===== src/rtl/i2c_reg_ctrl.sv =====
// Register-access sequencer in front of one i2c_master: a register write, or a
// pointer write followed by a read, finishing with a single response pulse.
module i2c_reg_ctrl #(
    parameter int TIMEOUT_CYC = 4096
) (
    input  logic        clk,
    input  logic        rst,
    input  logic        cmd_valid,
    output logic        cmd_ready,
    input  logic        cmd_rw,
    input  logic [6:0]  cmd_dev,
    input  logic [7:0]  cmd_reg,
    input  logic [2:0]  cmd_len,
    input  logic [47:0] wr_data,
    output logic        rsp_valid,
    output logic [1:0]  rsp_err,
    output logic [47:0] rd_data,
    output logic        m_start,
    input  logic        m_ready,
    output logic        m_read_nwrite,
    output logic [6:0]  m_addr,
    output logic [2:0]  m_data_size,
    output logic [7:0]  m_data_i,
    output logic        m_data_valid,
    input  logic        m_data_request,
    input  logic        m_data_available,
    input  logic [7:0]  m_data_o
);
    // state   | meaning
    // IDLE    | waiting for a command, cmd_ready high
    // W_START | start held for the write / pointer-write transaction
    // W_RUN   | feeding bytes to the master on m_data_request rises
    // R_START | start held for the read transaction
    // R_RUN   | capturing bytes on m_data_available rises
    // RESP    | one-cycle response pulse
    typedef enum logic [2:0] {IDLE, W_START, W_RUN, R_START, R_RUN, RESP} state_t;

    localparam int TW = (TIMEOUT_CYC > 1) ? $clog2(TIMEOUT_CYC) : 1;
    localparam logic [TW-1:0] TMO_LAST = TW'(TIMEOUT_CYC - 1);

    state_t        state, state_nxt;
    logic [1:0]    err_nxt;
    logic          rw_q;
    logic [2:0]    len_q;
    logic [7:0]    reg_q;
    logic [47:0]   wr_q;
    logic          req_d, avail_d;
    logic [TW-1:0] tmo_cnt;
    logic [2:0]    tx_idx, rx_idx, req_cnt;
    logic          accept, len_bad, req_rise, avail_rise;
    logic [55:0]   tx_bytes;
    logic [2:0]    tx_inc;

    assign cmd_ready  = (state == IDLE);
    assign accept     = cmd_valid & cmd_ready;
    assign len_bad    = (cmd_len == 3'd0) || (cmd_len == 3'd7);
    assign req_rise   = m_data_request & ~req_d;
    assign avail_rise = m_data_available & ~avail_d;
    assign tx_bytes   = {wr_q, reg_q};
    assign tx_inc     = tx_idx + 3'd1;

    always_ff @(posedge clk or negedge rst) begin
        if (!rst) state <= IDLE;
        else      state <= state_nxt;
    end

    always_comb begin
        state_nxt = state;
        err_nxt   = rsp_err;
        case (state)
            IDLE: begin
                if (accept) begin
                    state_nxt = len_bad ? RESP : W_START;
                    err_nxt   = len_bad ? 2'd3 : 2'd0;
                end
            end
            W_START, R_START: begin
                if (!m_ready) begin
                    state_nxt = (state == W_START) ? W_RUN : R_RUN;
                end else if (tmo_cnt == TMO_LAST) begin
                    state_nxt = RESP;
                    err_nxt   = 2'd2;
                end
            end
            W_RUN: begin
                if (m_ready) begin
                    if (req_cnt < m_data_size) begin
                        state_nxt = RESP;
                        err_nxt   = 2'd1;
                    end else if (!rw_q) begin
                        state_nxt = RESP;
                        err_nxt   = 2'd0;
                    end else begin
                        state_nxt = R_START;
                    end
                end
            end
            R_RUN: begin
                if (m_ready) begin
                    state_nxt = RESP;
                    err_nxt   = (rx_idx < len_q) ? 2'd1 : 2'd0;
                end
            end
            RESP:    state_nxt = IDLE;
            default: state_nxt = IDLE;
        endcase
    end

    always_ff @(posedge clk or negedge rst) begin
        if (!rst) begin
            rw_q          <= 1'b0;
            len_q         <= 3'd0;
            reg_q         <= 8'd0;
            wr_q          <= 48'd0;
            req_d         <= 1'b0;
            avail_d       <= 1'b0;
            tmo_cnt       <= '0;
            tx_idx        <= 3'd0;
            rx_idx        <= 3'd0;
            req_cnt       <= 3'd0;
            rsp_valid     <= 1'b0;
            rsp_err       <= 2'd0;
            rd_data       <= 48'd0;
            m_start       <= 1'b0;
            m_read_nwrite <= 1'b0;
            m_addr        <= 7'd0;
            m_data_size   <= 3'd0;
            m_data_i      <= 8'd0;
            m_data_valid  <= 1'b0;
        end else begin
            req_d        <= m_data_request;
            avail_d      <= m_data_available;
            rsp_valid    <= (state_nxt == RESP);
            rsp_err      <= err_nxt;
            m_start      <= (state_nxt == W_START) || (state_nxt == R_START);
            m_data_valid <= (state_nxt == W_RUN);
            tmo_cnt      <= (state == W_START || state == R_START) ? tmo_cnt + 1'b1 : '0;

            if (accept) begin
                rw_q          <= cmd_rw;
                len_q         <= cmd_len;
                reg_q         <= cmd_reg;
                wr_q          <= wr_data;
                rd_data       <= 48'd0;
                tx_idx        <= 3'd0;
                rx_idx        <= 3'd0;
                req_cnt       <= 3'd0;
                m_addr        <= cmd_dev;
                m_read_nwrite <= 1'b0;
                m_data_size   <= cmd_rw ? 3'd1 : cmd_len + 3'd1;
                m_data_i      <= cmd_reg;
            end

            // The first request rise is the address phase; byte 0 is already presented.
            if (state == W_RUN && req_rise) begin
                if (req_cnt != 3'd7) req_cnt <= req_cnt + 3'd1;
                if (req_cnt != 3'd0 && tx_idx != 3'd7) begin
                    tx_idx   <= tx_inc;
                    m_data_i <= (tx_inc == 3'd7) ? 8'd0 : tx_bytes[8*tx_inc +: 8];
                end
            end

            if (state == W_RUN && state_nxt == R_START) begin
                m_read_nwrite <= 1'b1;
                m_data_size   <= len_q;
                rx_idx        <= 3'd0;
            end

            if (state == R_RUN && avail_rise) begin
                if (rx_idx < 3'd6) rd_data[8*rx_idx +: 8] <= m_data_o;
                if (rx_idx != 3'd7) rx_idx <= rx_idx + 3'd1;
            end
        end
    end
endmodule

===== config.mk =====
export PLATFORM = sky130hd
export DESIGN_NAME = i2c_reg_ctrl
export DESIGN_NICKNAME = d
export VERILOG_FILES = /design/src/rtl/i2c_reg_ctrl.sv
export SDC_FILE = /design/constraint.sdc
export NUM_CORES = 1
export LEC_CHECK = 0
export CAP_MARGIN = 20
export CORE_ASPECT_RATIO = 1.75
export CORE_MARGIN = 2
export CORE_UTILIZATION = 45
export CTS_BUF_LIST = sky130_fd_sc_hd__clkbuf_16
export DETAILED_ROUTE_END_ITERATION = 12
export PLACE_DENSITY = 0.72
export SLEW_MARGIN = 25
export SYNTH_ARGS = -nofsm -noshare
export SYNTH_HDL_FRONTEND = slang
export SYNTH_SLANG_ARGS = --single-unit

===== constraint.sdc =====
create_clock -name clk -period 7.9 [get_ports clk]
set_input_delay 1.58 -clock clk [delete_from_list [all_inputs] [get_ports clk]]
set_output_delay 1.58 -clock clk [all_outputs]
set_load 0.03 [all_outputs]

* Word-level counts from Yosys, hierarchy flattened
Index checks and enable logic that the tools add are counted.
Widths: inputs -> output; s select.
** Word-level totals
- Bits in registers :: 158
- Input port bits :: 81
- Output and inout bits :: 73
- Word-level logic and storage cells :: 115
** Cells by class
- Add/sub/neg operators :: 6
- Order comparisons :: 3
- Eq/ne operators :: 20
- Shift operators :: 3
- Mux-type cells :: 44
- Bitwise logic cells :: 5
- Reduce and logical (&&, ||, !) cells :: 14
** Operators with widths (count)
- $mux 48 :: 3
- $mux 3 :: 22
- $shiftx 56x7->8 :: 1
- $bwmux 48 :: 1
- $shift 8x34->48 const A :: 1
- $shiftx 8x34->48 :: 1
- $neg 6->34 :: 1
- $mux 8 :: 4
- $mux 2 :: 8
- $add 12x1->12 const B :: 1
- $add 3x1->3 const B :: 4
- $eq 12x12->1 const B :: 1
- $eq 3x2->1 const B :: 4
- $eq 3x3->1 const B :: 4
- $mux 12 :: 1
- $ne 3x3->1 const B :: 4
- $pmux 3 s4 :: 1
- $ne 2x2->1 const B :: 4
- $pmux 2 s4 :: 1
- $reduce_and 7->1 :: 1
- $eq 3x1->1 const B :: 2
- $logic_not 3->1 :: 2
- $lt 3x3->1 :: 2
- $logic_and 1x1->1 :: 4
- 10 further kinds :: 17

* Longest topological paths before layout
Gate-level depths: netlist of the first run.
- Depth in word-level cells :: 10
- Depth in mapped cells :: 11
- Depth with buffers taken out :: 8

* Worst setup path after synthesis of the first run
Ideal clock, no wire load.
- Kind :: input port to flip-flop
- Start point :: in cmd_len[0]
- End point :: reg m_start
- Setup time :: 67 ps
- Arrival :: 2844 ps
- Data required time :: 7833 ps
- Setup slack :: 4990 ps
- Stages :: 5
- Path buffers :: 0
- Cells stage by stage :: ha_1 > mux2_2 > a211o_1 > a311oi_1 > and2_1
** Between the ends
- Cells in the longest elaborated chain, start to end :: 7
- Elaborated cells on any way between the ends :: 9
- Those cells by class :: 3 x eq/ne; 3 x mux; 3 x reduce/logical
** RTL lines
- start: declaration :: RTL line 13 : input logic [2:0] cmd_len,
- $eq 3x3->1 or $logic_not 3->1 (tied branches) :: RTL line 56 : assign len_bad = (cmd_len == 3'd0) || (cmd_len == 3'd7);
- $logic_or 1x1->1 * :: RTL line 56
- $mux 3 * :: RTL line 73 : state_nxt = len_bad ? RESP : W_START;
- $mux 3 * :: RTL line 72 : if (accept) begin
- $pmux 3 s4 * :: RTL line 70 : case (state)
- $eq 3x1->1 or $eq 3x2->1 (tied branches) :: RTL line 135 : m_start <= (state_nxt == W_START) || (state_nxt == R_START);
- $logic_or 1x1->1 * :: RTL line 135
- end signal: assignment :: RTL line 135
- end: declaration :: RTL line 18 : output logic m_start,
Mark *: on every way between the ends. The rest lies on a longest branch, timed or not.
A chain may end at the register's enable or synchronous reset.

* Final worst setup path of the first run
- Start point :: reg state[0]
- End point :: out cmd_ready
** Between the ends
- Cells in the longest elaborated chain, start to end :: 1
** RTL lines
- start: declaration :: RTL line 41 : state_t state, state_nxt;
- start signal: assignment :: RTL line 64 : else state <= state_nxt;
- $logic_not 3->1 :: RTL line 54 : assign cmd_ready = (state == IDLE);
- end: declaration :: RTL line 9 : output logic cmd_ready,
No other way between the ends.

==> results of run 1 <==
==> cell families after synthesis <==
group                    Yosys count  share of synthesized area, %
AO/OA/AOI/OAI                    101                          8.29
XOR/XNOR                          11                          1.34
buffers and inverters             75                          4.31
AND/OR/NAND/NOR                  398                          23.1
adder cells (fa/ha/maj)           17                          2.95
flip-flops                       158                          54.9
multiplexers                      25                          5.07
==> final timing paths <==
path	startpoint	endpoint	slack, ns	depth (start not counted)
worst max-delay path	state[0]	cmd_ready	4.15	3
worst min-delay path	m_read_nwrite	m_read_nwrite	0.47	2
worst max register to register	tx_idx[0]	m_data_i[2]	4.67	7
worst min register to register	m_read_nwrite	m_read_nwrite	0.47	2
max in group asynchronous	rst	wr_q[38]	5.48	2
min in group asynchronous	rst	wr_q[25]	1.20	1
==> power by group through the flow <==
stage	Combinational (mW)	Clock, mW	Sequential, mW
after global placement	1.05	0	1.22
after global routing	1.19	0.889	1.25
after detailed placement	1.07	0	1.23
final	1.07	0.842	1.22
after floorplan	0.590	0	1.31
after CTS	1.08	0.857	1.22
==> per-stage QoR <==
stage	cells	cell area, µm²	total power [mW]	utilization [%]
after floorplan	785	7200	1.90	-
after global placement	1090	8830	2.27	55.9
after detailed placement	1090	8830	2.30	55.9
after CTS	1122	9430	3.15	59.7
after global routing	1122	9440	3.32	59.7
final	1122	9440	3.12	59.7
==> cells in the mapped netlist, drive strengths merged (2+ instances only) <==
master and count:
mux2 12, nand4 6, nand2b 7, o31ai 4
buf 17, xor2 8, a31oi 2, dfrtp 158
a21oi 12, nor2 23, nand3 41, and3 2
inv 32, mux4 8, nor3 5, o22ai 8
or2 2, nand2 297, xnor2 3, clkbuf 26
a211oi 2, a22oi 8, or3b 2, o21ai 58
mux2i 5, and2 2, nor2b 5, ha 17
==> sequential cells by signal, indices dropped and copies added, names as in the netlist, 3 cells and up <==
name	count
req_cnt	3
tmo_cnt	12
tx_idx	3
rx_idx	3
reg_q	8
state	3
rd_data	48
wr_q	48
m_data_size	3
m_data_i	8
m_addr	7
len_q	3
==> layer usage <==
| metal | up-vias | share of wire [%] | wire length [µm] |
|---|---|---|---|
| met5 | - | 0 | 0 |
| met4 | 0 | 2.8 | 510 |
| met3 | 35 | 3.6 | 672 |
| met2 | 145 | 55 | 10100 |
| met1 | 2833 | 39 | 7170 |
| li1 | 2848 | - | - |
==> cell type report <==
type	instances	area [µm²]
inverters	32	120
repair buffers	159	1580
flip-flops and latches	158	3950
clock buffers	17	425
well taps	189	236
fillers	1389	6360
multi-input cells	552	2950
clock inverters	15	174
==> placed cells by master (no fill, tap or decap), types with 2 or more instances in the layout <==
master and instances:
clkdlybuf4s50_1 152, and2_1 2, nor2_1 21, o21ai_0 40, nand4_1 6, o21ai_1 18, nor2b_1 4, inv_8 3
buf_4 5, mux2i_1 5, clkbuf_16 17, buf_6 2, inv_6 6, bufinv_16 2, xor2_1 8, nor3_1 3
xnor2_1 3, ha_1 17, a22oi_1 8, mux2_2 11, clkinvlp_4 2, a211oi_1 2, a31oi_1 2, a21oi_1 12
o22ai_1 8, inv_1 32, nand2_1 297, nor3_2 2, and3_1 2, mux4_2 8, nand3_1 41, nor2_2 2
nand2b_1 7, dfrtp_1 158, o31ai_1 4
==> tightest hold or removal path: cells and delay by family (launching register included) <==
kind             cells  cell delay (ns)
DFF                  1             0.34
and+or+nand+nor      2             0.10
==> results.sh, run 1 <==
export IMPL_ctsHoldBuffers=0
export IMPL_switching_share_pct=37.4
export IMPL_antenna_found_initial=0
export IMPL_synth_top_area_share_pct=54.9
export IMPL_wire_per_inst_um=16.5
export IMPL_grt_use_total_pct=22.2
export IMPL_use_met2_pct=40.3
export IMPL_cap_viol_max_count=0
export IMPL_dr_first_iter_drc_count=216
export IMPL_ys_ff_latch=158
export IMPL_relSlewSlack_pct=35.2
export IMPL_io_buffers=153
export IMPL_critPathSlowestCell="clkdlybuf4s50_1"
export IMPL_fin_tns_setup_ns=0
export IMPL_ys_top_cells_by_area="dfrtp_1 55%, nand2_1 15%, ha_1 3.0%, nand3_1 2.8%, o21ai_0 2.8%"
export IMPL_cpPeakStageDelay_ns=0.69
export IMPL_worstPathMaxFanout=9
export IMPL_die_x_um=99.6
export IMPL_worst_slew_pin_transition_ns=0.972
export IMPL_routed_wl_um=18500
export IMPL_grt_use_met3_pct=4.14
export IMPL_drive_above_1_share_pct=7.18
export IMPL_worstSetupStartpointType="flop"
export IMPL_endpoint_kind="output pin"
export IMPL_setup_viol=0
export IMPL_firstDrtPassIters=4
export IMPL_drc=0
export IMPL_pwr_share_clk_pct=26.9
export IMPL_fmax_mhz=266
export IMPL_htree_levels=4
export IMPL_crit_arrival_ns=2.17
export IMPL_switching_power_mw=1.17
export IMPL_met1_usage_pct=25.6
export IMPL_async_reset_ff_share_pct=100
export IMPL_fin_ws_ns=4.15
export IMPL_hpwlAfterDp_um=12700
export IMPL_status="completed"
export IMPL_clk_latency_ns=0.43
export IMPL_grt_busiest_layer="met2"
export IMPL_leakage_nw=4.37
export IMPL_first_global_vias=5773
export IMPL_synth_warnings=0
export IMPL_worstSetupPathType="reg2out"
export IMPL_p_seq_share_pct=38.9
export IMPL_io_pins=154
export IMPL_report_final_slew_viol_count=0
export IMPL_syn_area_um2=7200
export IMPL_clkTransAtPathRegs_ns=0.07
export IMPL_critical_path_top_delay_family="buffers and inverters"
export IMPL_finalCriticalPeriod_ns=3.75
export IMPL_rows=61
export IMPL_critPathBufInv=1
export IMPL_syn_area_per_cell_um2=9.17
export IMPL_core_area_um2=15800
export IMPL_finClkSkew_ns=0.0124
export IMPL_clock_path_buffers=2
export IMPL_cts_root_buffer="clkbuf_16"
export IMPL_die_area_um2=17100
export IMPL_yosysUniqueCellTypes=49
export IMPL_gp_congestion=0.854
export IMPL_period_share_pct=47.5
export IMPL_die_h_um=171
export IMPL_cts_resized_gates=0
export IMPL_cts_buffers=17
export IMPL_drtAntennaViolNets=0
export IMPL_finalHoldViolations=0
export IMPL_pwr_density_cell_nw_per_um2=331
export IMPL_synth_top_flop_cell="dfrtp_1"
export IMPL_area_growth_pct=31.1
export IMPL_yosysSeqAreaShare_pct=54.9
export IMPL_synth_edf_count=0
export IMPL_start_util_pct=45.6
export IMPL_hold_slack_ns=0.472
export IMPL_required_ns=6.32
export IMPL_syn_nets=883
export IMPL_overflow=0
export IMPL_crit_chain="or2_0 > nor2_1 > clkdlybuf4s50_1"
export IMPL_p_int_mw=1.95
export IMPL_pre_cts_ws_ns=3.75
export IMPL_cts_sinks=158
export IMPL_num_antenna_cells=0
export IMPL_peakVddDrop_uv=149
export IMPL_grt_max_degree=85
export IMPL_cts_setup_buffers=0
export IMPL_cts_tree="yes"
export IMPL_worstHoldPathType="reg2reg"
export IMPL_vias_per_cell=5.22
export IMPL_rsz0062_at_grt="false"
export IMPL_synthCells=785
export IMPL_grt_pass1_wl_um=29500
export IMPL_vias=5861
export IMPL_pwr_share_comb_pct=34.2
export IMPL_yosysTopAreaCell="dfrtp_1"
export IMPL_layout_nets=1018
No activity file was read; power rests on OpenSTA's default activity.
==> run 2, diff against run 1 <==
PLACE_DENSITY = 0.75   (was 0.72)
clock period = 3.2 ns   (was 7.9 ns; I/O delays follow)
==> results.sh, run 2 (same netlist as run 1, synthesis figures left out) <==
export IMPL_status="completed"
export IMPL_io_pins=154
export IMPL_cts_resized_gates=0
export IMPL_hpwlAfterDp_um=12900
export IMPL_firstDrtPassIters=4
export IMPL_crit_chain="or2_0 > nor2_1 > clkdlybuf4s50_1"
export IMPL_worstPathMaxFanout=9
export IMPL_period_share_pct=87.5
export IMPL_layout_nets=1027
export IMPL_fmax_mhz=357
export IMPL_fillers=1364
export IMPL_finClkSkew_ns=0.00883
export IMPL_drive_above_1_share_pct=8.07
export IMPL_dr_first_iter_drc_count=216
export IMPL_clkTransAtPathRegs_ns=0.07
export IMPL_critPathSlowestCell="clkdlybuf4s50_1"
export IMPL_cts_root_buffer="clkbuf_16"
export IMPL_antenna_found_initial=0
export IMPL_core_area_um2=15800
export IMPL_htree_levels=4
export IMPL_final_common_cell="nand2_1"
export IMPL_grt_pass1_wl_um=29100
export IMPL_gp_congestion=0.856
export IMPL_drc=0
export IMPL_num_antenna_cells=0
export IMPL_cts_setup_buffers=0
export IMPL_die_x_um=99.6
export IMPL_report_final_slew_viol_count=0
export IMPL_worstHoldPathType="in2async"
export IMPL_cts_buffers=17
export IMPL_worst_slew_pin_transition_ns=0.882
export IMPL_worstSetupPathType="reg2out"
export IMPL_worstSetupStartpointType="flop"
export IMPL_drtAntennaViolNets=0
export IMPL_endpoint_kind="output pin"
export IMPL_pre_cts_ws_ns=0.533
export IMPL_routed_wl_um=18100
export IMPL_vias_per_cell=5.22
export IMPL_crit_arrival_ns=2.16
export IMPL_overflow=0
export IMPL_die_h_um=171
export IMPL_start_util_pct=45.6
export IMPL_grt_use_total_pct=21.6
export IMPL_finalCriticalPeriod_ns=2.80
export IMPL_peakVddDrop_uv=417
export IMPL_reg_top3="rd_data x48, wr_q x48, tmo_cnt x12"
export IMPL_rows=61
export IMPL_vias=5904
export IMPL_grt_max_degree=90
export IMPL_fin_tns_setup_ns=0
export IMPL_clock_path_buffers=2
export IMPL_rsz0062_at_grt="false"
export IMPL_rrSetupSlack_ns=0.74
export IMPL_cts_sinks=158
export IMPL_leakage_nw=4.43
export IMPL_cts_tree="yes"
export IMPL_cpPeakStageDelay_ns=0.69
export IMPL_first_global_vias=5871
export IMPL_setup_viol=0
export IMPL_die_area_um2=17100
export IMPL_io_buffers=153
export IMPL_ctsHoldBuffers=0
export IMPL_required_ns=2.56
export IMPL_final_cell_mix="297 x nand2_1, 158 x dfrtp_1, 152 x clkdlybuf4s50_1, 41 x nand3_1, 40 x o21ai_0"
export IMPL_cap_viol_max_count=0
export IMPL_area_growth_pct=32.3
export IMPL_clk_latency_ns=0.42
export IMPL_relSlewSlack_pct=40.9
export IMPL_pwr_density_cell_nw_per_um2=811
export IMPL_finalHoldViolations=0
export IMPL_fin_ws_ns=0.401
export IMPL_wire_per_inst_um=16.0
-- run 2: cell count changes in the layout (fill, tap and decap cells not counted) --
cell,change
clkinv_2,+2
clkinvlp_4,-1
clkinv_1,-1
inv_8,+1
buf_6,-1
nor2b_2,-1
inv_6,-2
clkinv_4,+1
buf_4,+8
nor2b_1,+1
buf_12,+2
-- run 2: worst max-delay path: cells and delay by family, from the launching register on --
family / cells / cell delay (ns)
buffers and inverters: 1 / 0.69
flip-flops: 1 / 0.48
AND/OR/NAND/NOR: 2 / 0.56
-- run 2: where the power goes --
| group | total (mW) | leakage [nW] | internal, mW | switching [mW] |
|---|---|---|---|---|
| sequential | 2.97 | 2.07 | 2.58 | 0.391 |
| combinational | 2.68 | 2.07 | 1.09 | 1.59 |
| clock | 2.07 | 0.296 | 1.18 | 0.889 |
-- run 2: final timing paths --
kind                                start          end  depth (start not counted)
worst max-delay path             state[0]    cmd_ready                          3
worst min-delay path                  rst     wr_q[26]                          1
worst max register to register  rx_idx[0]  rd_data[43]                          8
worst min register to register   wr_q[28]     wr_q[28]                          2
max in group asynchronous             rst     wr_q[13]                          2
min in group clk                 wr_q[28]     wr_q[28]                          2
-- run 2: area by class of cell --
cell class              count  area, µm²  area share (%)
clock buffers              17        425            4.47
clock inverters            15        175            1.84
inverters                  32        120            1.26
multi-input cells         552       2940            30.9
flip-flops and latches    158       3950            41.5
well taps                 189        236            2.48
repair buffers            168       1670            17.5
-- run 2: through the flow --
stage	cell area, µm²	hold slack (ns)	instances	util (%)	power [mW]
6_report	9520	0.212	1131	60.3	7.73
3_5_place_dp	8920	0.459	1099	56.5	5.70
3_3_place_gp	8920	0.453	1099	56.5	5.64
4_1_cts	9520	0.246	1131	60.3	7.79
2_1_floorplan	7200	0.344	785	-	4.68
5_1_grt	9520	0.267	1131	60.3	8.21
-- run 2: metal layers --
| layer | global-route usage (%) | routed length (µm) | up-vias | part of all wire [%] |
|---|---|---|---|---|
| met1 | 24.6 | 7120 | 2833 | 39 |
| met5 | 0 | 0 | - | 0 |
| met2 | 39.0 | 9680 | 159 | 53 |
| met3 | 3.37 | 609 | 51 | 3.4 |
| li1 | - | - | 2861 | - |
| met4 | 10.5 | 724 | 0 | 4.0 |
==> run 3, diff against run 2 <==
PLACE_DENSITY = 0.87   (was 0.75)
==> results.sh, run 3 (same netlist as run 1, synthesis figures left out) <==
export IMPL_placedCellCount=1099
export IMPL_setup_viol=0
export IMPL_post_dp_cell_area_um2=8940
export IMPL_die_area_um2=17100
export IMPL_clkTransAtPathRegs_ns=0.07
export IMPL_relSlewSlack_pct=44.9
export IMPL_cts_tree="yes"
export IMPL_final_cell_mix="297 x nand2_1, 158 x dfrtp_1, 152 x clkdlybuf4s50_1, 41 x nand3_1, 40 x o21ai_0"
export IMPL_period_share_pct=87.9
export IMPL_pwr_density_cell_nw_per_um2=803
export IMPL_layout_nets=1027
export IMPL_finClkSkew_ns=0.0105
export IMPL_cts_resized_gates=0
export IMPL_cts_root_buffer="clkbuf_16"
export IMPL_num_antenna_cells=0
export IMPL_reg_top3="rd_data x48, wr_q x48, tmo_cnt x12"
export IMPL_final_area_um2=9500
export IMPL_rrSetupSlack_ns=0.60
export IMPL_power_mw=7.63
export IMPL_crit_arrival_ns=2.17
export IMPL_dr_first_iter_drc_count=269
export IMPL_grt_use_total_pct=22.4
export IMPL_cpPeakStageDelay_ns=0.69
export IMPL_area_growth_pct=31.9
export IMPL_reg2reg_depth=7
export IMPL_core_area_um2=15800
export IMPL_cts_buffers=17
export IMPL_rows=61
export IMPL_worstHoldPathType="in2async"
export IMPL_hpwlAfterDp_um=13300
export IMPL_endpoint_kind="output pin"
export IMPL_r2r_start="tx_idx[0]"
export IMPL_critPathLaunch="state[1]"
export IMPL_htree_levels=4
export IMPL_die_h_um=171
export IMPL_drc=0
export IMPL_routed_wl_um=18700
export IMPL_first_global_vias=6102
export IMPL_grt_pass1_wl_um=29900
export IMPL_report_final_slew_viol_count=0
export IMPL_wire_per_inst_um=16.6
export IMPL_drive_above_1_share_pct=7.96
export IMPL_overflow=0
export IMPL_ctsHoldBuffers=0
export IMPL_grt_max_degree=75
export IMPL_final_cells=1131
export IMPL_io_buffers=153
export IMPL_required_ns=2.56
export IMPL_vias=5984
export IMPL_wl_met3_um=783
export IMPL_worstSetupStartpointType="flop"
export IMPL_fin_util_pct=60.1
export IMPL_vias_per_cell=5.29
export IMPL_finalHoldViolations=0
export IMPL_worst_slew_pin_transition_ns=0.822
export IMPL_io_pins=154
export IMPL_die_x_um=99.6
export IMPL_cts_setup_buffers=0
export IMPL_wl_met1_um=7150
export IMPL_worstSetupPathType="reg2out"
export IMPL_gp_congestion=0.800
export IMPL_crit_chain="or2_0 > nor2_1 > clkdlybuf4s50_1"
export IMPL_critPathSlowestCell="clkdlybuf4s50_1"
export IMPL_fmax_mhz=356
export IMPL_status="completed"
export IMPL_clock_path_buffers=2
export IMPL_firstDrtPassIters=5
export IMPL_worstPathMaxFanout=8
export IMPL_r2r_end="m_data_i[1]"
export IMPL_drtAntennaViolNets=0
export IMPL_rsz0062_at_grt="false"
export IMPL_cts_sinks=158
export IMPL_highest_layer="met4"
export IMPL_fin_tns_setup_ns=0
export IMPL_wl_met2_um=10400
export IMPL_final_common_cell="nand2_1"
export IMPL_finalCriticalPeriod_ns=2.81
export IMPL_start_util_pct=45.6
export IMPL_cap_viol_max_count=0
export IMPL_clk_latency_ns=0.41
export IMPL_peakVddDrop_uv=381
export IMPL_leakage_nw=4.40
export IMPL_antenna_found_initial=0
## run 3: cell types whose count changed in the layout (fill, tap and decap cells not counted)
cell        change
clkinv_2        -1
clkinvlp_4      +3
buf_4           -1
buf_12          +1
bufinv_16       -1
clkinv_1        +1
inv_8           -4
clkinv_4        +2
## run 3: layer usage
| layer | track usage [%] | vias to the layer above |
|---|---|---|
| li1 | - | 2869 |
| met1 | 24.6 | 2909 |
| met2 | 42.3 | 176 |
| met3 | 4.06 | 30 |
| met4 | 8.22 | 0 |
| met5 | 0 | - |
## run 3: worst max-delay path: cells and delay by family, from the launching register on
kind | cells | cell delay, ns
buf+inv | 1 | 0.69
simple gates | 2 | 0.59
flops | 1 | 0.48
## run 3: layout make-up
class | instances | area [µm²]
timing repair buffer | 168 | 1680
fill | 1329 | 6300
clock buffer | 17 | 425
clock inverter | 15 | 139
tap | 189 | 236
multi-input combinational | 552 | 2940
sequential | 158 | 3950
inverter | 32 | 120
## run 3: report_power, final
group | switching (mW) | internal (mW) | total [mW]
combinational | 1.58 | 1.11 | 2.68
clock | 0.859 | 1.08 | 1.94
sequential | 0.419 | 2.58 | 3.00
## run 3: how the worst max path moves through the flow
stage	endpoint	cells after the start
after floorplan	m_data_i[5]	11
after global placement	m_start	7
after detailed placement	m_start	7
after CTS	cmd_ready	3
after global routing	cmd_ready	3
final	cmd_ready	3
## run 3: metrics by stage
step,hold WS (ns),setup slack (ns)
global route,0.222,0.283
global placement,0.453,0.634
floorplan,0.344,0.630
finish,0.183,0.387
detailed placement,0.458,0.571
CTS,0.205,0.361
